[src/rtl/fx_writeback_arbiter.sv]
// fx_writeback_arbiter: round-robin sharing of the two FX register-file writeback ports among numUnits producers
// ports: clock_i/reset_i (sync, active-high); reqValid_i/reqAddress_i/reqData_i per-unit requests;
//   reqReady_o combinational grant; fxReg1*/fxReg2* registered writebacks; rrPointer_o debug; grantCount_o total grants
module fx_writeback_arbiter #(
  parameter int numUnits     = 4,
  parameter int unitIdxWidth = 2,
  parameter int regWidth     = 5,
  parameter int dataWidth    = 64
) (
  input  logic                          clock_i,
  input  logic                          reset_i,
  input  logic [numUnits-1:0]           reqValid_i,
  input  logic [numUnits*regWidth-1:0]  reqAddress_i,
  input  logic [numUnits*dataWidth-1:0] reqData_i,
  output logic [numUnits-1:0]           reqReady_o,
  output logic                          fxReg1isWriteback_o,
  output logic [regWidth-1:0]           fxReg1WritebackAddress_o,
  output logic [dataWidth-1:0]          fxReg1WritebackData_o,
  output logic                          fxReg2isWriteback_o,
  output logic [regWidth-1:0]           fxReg2WritebackAddress_o,
  output logic [dataWidth-1:0]          fxReg2WritebackData_o,
  output logic [unitIdxWidth-1:0]       rrPointer_o,
  output logic [31:0]                   grantCount_o
);
  logic                    s1_v, s2_v;
  logic [unitIdxWidth-1:0] s1_idx, s2_idx, idx, nxt_ptr;
  logic [regWidth-1:0]     s1_addr;
  always_comb begin
    reqReady_o = '0;
    s1_v = 1'b0;
    s2_v = 1'b0;
    s1_idx = '0;
    s2_idx = '0;
    s1_addr = '0;
    idx = '0;
    for (int k = 0; k < numUnits; k++) begin
      idx = unitIdxWidth'((int'(rrPointer_o) + k) % numUnits);
      if (!reset_i && reqValid_i[idx]) begin
        if (!s1_v) begin
          s1_v = 1'b1;
          s1_idx = idx;
          s1_addr = reqAddress_i[int'(idx)*regWidth +: regWidth];
          reqReady_o[idx] = 1'b1;
        end else if (!s2_v && reqAddress_i[int'(idx)*regWidth +: regWidth] != s1_addr) begin
          s2_v = 1'b1;
          s2_idx = idx;
          reqReady_o[idx] = 1'b1;
        end
      end
    end
    nxt_ptr = unitIdxWidth'((int'(s2_v ? s2_idx : s1_idx) + 1) % numUnits);
  end
  always_ff @(posedge clock_i) begin
    if (reset_i) begin
      fxReg1isWriteback_o      <= 1'b0;
      fxReg1WritebackAddress_o <= '0;
      fxReg1WritebackData_o    <= '0;
      fxReg2isWriteback_o      <= 1'b0;
      fxReg2WritebackAddress_o <= '0;
      fxReg2WritebackData_o    <= '0;
      rrPointer_o              <= '0;
      grantCount_o             <= '0;
    end else begin
      fxReg1isWriteback_o <= s1_v;
      fxReg2isWriteback_o <= s2_v;
      if (s1_v) begin
        fxReg1WritebackAddress_o <= s1_addr;
        fxReg1WritebackData_o    <= reqData_i[int'(s1_idx)*dataWidth +: dataWidth];
        rrPointer_o              <= nxt_ptr;
      end
      if (s2_v) begin
        fxReg2WritebackAddress_o <= reqAddress_i[int'(s2_idx)*regWidth +: regWidth];
        fxReg2WritebackData_o    <= reqData_i[int'(s2_idx)*dataWidth +: dataWidth];
      end
      grantCount_o <= grantCount_o + 32'(s1_v) + 32'(s2_v);
    end
  end
endmodule

[config.mk]
export PLATFORM = sky130hd
export DESIGN_NAME = fx_writeback_arbiter
export DESIGN_NICKNAME = d
export VERILOG_FILES = /design/src/rtl/fx_writeback_arbiter.sv
export SDC_FILE = /design/constraint.sdc
export NUM_CORES = 1
export LEC_CHECK = 0
export BUFFER_PORTS_ARGS = -buffer_cell sky130_fd_sc_hd__buf_2
export CELL_PAD_IN_SITES_DETAIL_PLACEMENT = 1
export CELL_PAD_IN_SITES_GLOBAL_PLACEMENT = 2
export CORE_MARGIN = 5
export CORE_UTILIZATION = 30
export DETAILED_ROUTE_END_ITERATION = 10
export PLACE_DENSITY_LB_ADDON = 0.25
export SYNTH_ARGS = -nofsm -noshare
export SYNTH_HDL_FRONTEND = slang
export SYNTH_SLANG_ARGS = --single-unit
[constraint.sdc]
create_clock -name clock_i -period 8.8 [get_ports clock_i]
set_input_delay 0.44 -clock clock_i [delete_from_list [all_inputs] [get_ports clock_i]]
set_output_delay 0.44 -clock clock_i [all_outputs]
set_load 0.02 [all_outputs]
==> results.sh <==
export IMPL_grt_pass1_vias=11936
export IMPL_clock_skew_final_ps=7.54
export IMPL_critPathRequiredTime_ps=9110
export IMPL_cts_max_level=4
export IMPL_finalCritPeriodShare_pct=72.5
export IMPL_hold_path_class="primary input to register"
export IMPL_drive_gt1_share_pct=39.9
export IMPL_seqCellArea_um2=3480
export IMPL_vdd_ir_drop_max_uv=315
export IMPL_switching_power_mw=2.91
export IMPL_yosysTopAreaCell="dfxtp_1"
export IMPL_critical_path_peak_fanout=38
export IMPL_die_h_um=200
export IMPL_clock_root_buffer="clkbuf_16"
export IMPL_clock_share_of_power_pct=13.1
export IMPL_sequential_cell_fraction_of_total_power_pct=20.8
export IMPL_setup_total_negative_slack_ps=0
export IMPL_ratio_of_routed_vias_to_standard_cells=5.61
export IMPL_layout_min_cycle_time_ps=6380
export IMPL_critPathMostFrequentCell="nor2_1"
export IMPL_detailedPlacementHpwl_mm=36.3
export IMPL_unrepaired_setup_endpoints_after_global_routing="no"
export IMPL_critical_path_reg2reg_endpoint="grantCount_o[29]"
export IMPL_timing_final_max_slew_violations=0
export IMPL_gr_usage_all_layers_pct=23.9
export IMPL_wirelength_mm=49.7
export IMPL_worst_ep_arrival_time_ps=6690
export IMPL_max_freq_mhz=157
export IMPL_synthesis_area_um2=10900
export IMPL_floorplan_io_pins=460
export IMPL_crit_type="register to register"
export IMPL_finalNetCount=1828
export IMPL_crit_buf_inv=1
export IMPL_status="finished clean"
export IMPL_cp_top_family="simple AND/OR/NAND/NOR gates"
export IMPL_setup_viol_count_final=0
export IMPL_regToRegSetupSlack_ps=2420
export IMPL_grt_antenna_before_repair=23
export IMPL_coreArea_um2=35700
export IMPL_pin_count_of_the_biggest_net_entering_global_routing=75
export IMPL_syn_area_per_cell_um2=9.46
export IMPL_hold_start="reqData_i[206]"
export IMPL_drt_pass1_iter_count=5
export IMPL_crit_path_cell_trace="inv_1, ha_1, nand2b_1, o22a_1, and4_1, or4_1, a222oi_1, a211oi_1, or3_1, fa_1, nand3_1, nor2_1, nand2_1, nor2_1, nand3_1, xor2_1, nor2_1"
export IMPL_grt_pass1_wl_mm=75.4
export IMPL_postSynthCellCount=1150
export IMPL_grt_ovfl_total=0
export IMPL_powerDensity_nw_per_um2=418
export IMPL_drt_initial_drc_count=610
export IMPL_clock_path_buffers=2
export IMPL_p_sw_share_pct=49.5
export IMPL_comb_power_share_pct=66.2
export IMPL_dominantRegCellSynth="dfxtp_1"
export IMPL_detail_route_wl_per_cell_um=24.5
export IMPL_worst_setup_hold_path_clk_slew_ps=80
export IMPL_postCtsResizedCells=0
export IMPL_core_rowCount=69
export IMPL_die_w_um=200
export IMPL_r2r_start="rrPointer_o[0]"
export IMPL_ys_async_sr_fraction_pct=0
export IMPL_synthesis_nets=1439
export IMPL_timing_critical_path_to_type="register"
export IMPL_hold_buffers=0
export IMPL_yosys_cell_types_count=62
export IMPL_layout_area_overhead_vs_synth_pct=29.1
export IMPL_setup_worst_path_start_class="register"
export IMPL_final_antenna_net_count=0
export IMPL_timing_reg2reg_worst_path_depth=17
export IMPL_multi_input_area_um2=6880
export IMPL_routabilityCongestion=0.851
export IMPL_start_util_pct=30.5
export IMPL_worst_slew_pin_transition_ps=1110
export IMPL_worst_path_largest_cell_delay_ps=1060
export IMPL_cts_buffers=17
export IMPL_synthesis_yosys_warnings=0
export IMPL_die_area_um2=40200
export IMPL_count_of_flip_flops_with_a_built_in_enable_after_synthesis=0
export IMPL_final_core_area_utilization_pct=39.4
export IMPL_synthTopCellsByArea="dfxtp_1 (32%), mux4_2 (17%), mux2i_1 (6.8%), nand2_1 (5.8%), a32oi_1 (5.6%)"
export IMPL_filler_cell_count=4289
export IMPL_cp_slowest_cell="dfxtp_2"
export IMPL_post_synth_top_area_fraction_pct=32.0
export IMPL_power_report_internal_total_mw=2.97
export IMPL_postCtsSetupBuffers=0
export IMPL_post_route_drc_count=0
export IMPL_via_count=11379
export IMPL_clock_latency_ps=460
export IMPL_min_delay_worst_endpoint="fxReg2WritebackData_o[14]"
export IMPL_synth_yosys_seq_area_share_pct=32.0
export IMPL_cts_sinks=174
export IMPL_worst_slew_margin_rel_pct=26.2
export IMPL_buffer_ports_inserted=459
export IMPL_holdPathStages=3
export IMPL_cts_tree="done"
export IMPL_timing_final_hold_violations=0
export IMPL_leakage_nw=5.81
export IMPL_max_cap_viol_count=0
export IMPL_synth_seq_cells=174
export IMPL_hold_ws_ps=242
cells in the final DEF, fill, tap and decap left out, types with 3 or more instances in the layout:
master	instances
a211o_1	4
a211oi_1	4
a21oi_1	85
a222oi_1	8
a32oi_1	69
and2_1	4
and3_1	11
and4_1	4
buf_2	458
buf_4	16
clkbuf_16	17
clkinv_4	4
clkinvlp_4	5
dfxtp_1	173
diode_2	17
ha_1	6
inv_1	17
inv_6	3
mux2_2	9
mux2i_1	74
mux4_2	84
nand2_1	167
nand2b_1	11
nand3_1	84
nand4_1	7
nor2_1	39
nor2b_1	7
nor3_1	5
nor4_1	3
o211ai_1	70
o21ai_0	13
o221ai_1	5
o22ai_1	3
or3_1	11
xnor2_1	13
xor2_1	15
worst max-delay path by stage:
stage	startpoint	end	slack, ps	cells after the start
2_1_floorplan	rrPointer_o[0]	grantCount_o[16]	3200	22
3_3_place_gp	rrPointer_o[0]	grantCount_o[31]	2610	16
3_5_place_dp	rrPointer_o[0]	grantCount_o[29]	2410	16
4_1_cts	rrPointer_o[0]	grantCount_o[29]	2380	17
5_1_grt	rrPointer_o[0]	grantCount_o[29]	1830	19
6_report	rrPointer_o[0]	grantCount_o[29]	2420	17
registers in the layout, summed over array words and instances (netlist names):
signal / flops
grantCount_o: 32
rrPointer_o: 2
fxReg2isWriteback_o: 1
fxReg2WritebackData_o: 64
fxReg1isWriteback_o: 1
fxReg1WritebackData_o: 64
fxReg1WritebackAddress_o: 5
fxReg2WritebackAddress_o: 5
per-layer routing:
layer / wire, um / GRT usage [%] / vias to the layer above
li1: - / - / 5226
met1: 20500 / 29.7 / 5690
met2: 24700 / 39.9 / 388
met3: 3220 / 6.58 / 65
met4: 1250 / 8.78 / 10
met5: 67 / 0 / -
power by group through the flow:
stage	Sequential (mW)	Clock, mW	Combinational (mW)
after global placement	1.23	0	3.89
final	1.22	0.767	3.89
after CTS	1.22	0.797	3.94
after floorplan	1.44	0	2.58
after global routing	1.25	0.824	4.21
after detailed placement	1.23	0	3.92
cell usage after synthesis (15+ instances only):
cell	number
buf_2	19
dfxtp_1	174
xor2_1	15
nor2_1	40
nand2_1	167
a32oi_1	69
o211ai_1	70
mux2i_1	74
clkbuf_1	60
inv_1	17
mux4_2	84
nand3_1	85
a21oi_1	85
layout make-up:
cell class	count	area share, %
Tap cell	461	4.11
Inverter	19	0.508
Clock buffer	17	3.03
Multi-Input combinational cell	852	49.0
Timing Repair Buffer	475	17.3
Sequential cell	174	24.8
Clock inverter	15	0.989
Antenna cell	17	0.303
logic make-up after synthesis:
family / share of synthesized area (%)
multiplexers: 25.4
buffers and inverters: 5.29
AND/OR/NAND/NOR: 15.5
XOR/XNOR: 2.25
flip-flops: 32.0
adder cells (fa/ha/maj): 0.874
AO/OA/AOI/OAI: 18.7
worst reg2reg max path, cell delays in order (launching register included):
cell	delay, ps
dfxtp_2	1060
inv_1	280
ha_1	790
nand2b_1	220
o22a_1	370
and4_1	250
or4_1	520
a222oi_1	450
a211oi_1	220
or3_1	550
fa_1	460
nand3_1	250
nor2_1	190
nand2_1	200
nor2_1	110
nand3_1	110
xor2_1	150
nor2_1	50
through the flow:
stage          setup slack (ps)  std cells  power (mW)  instance area (um^2)
6_report                   2420       2030        5.87                 14000
5_1_grt                    1830       2028        6.29                 14000
4_1_cts                    2380       2013        5.96                 14000
3_5_place_dp               2410       1981        5.16                 13400
3_3_place_gp               2610       1981        5.12                 13400
2_1_floorplan              3200       1150        4.02                 10900
Note: power is estimated with default switching activity, not from simulation.
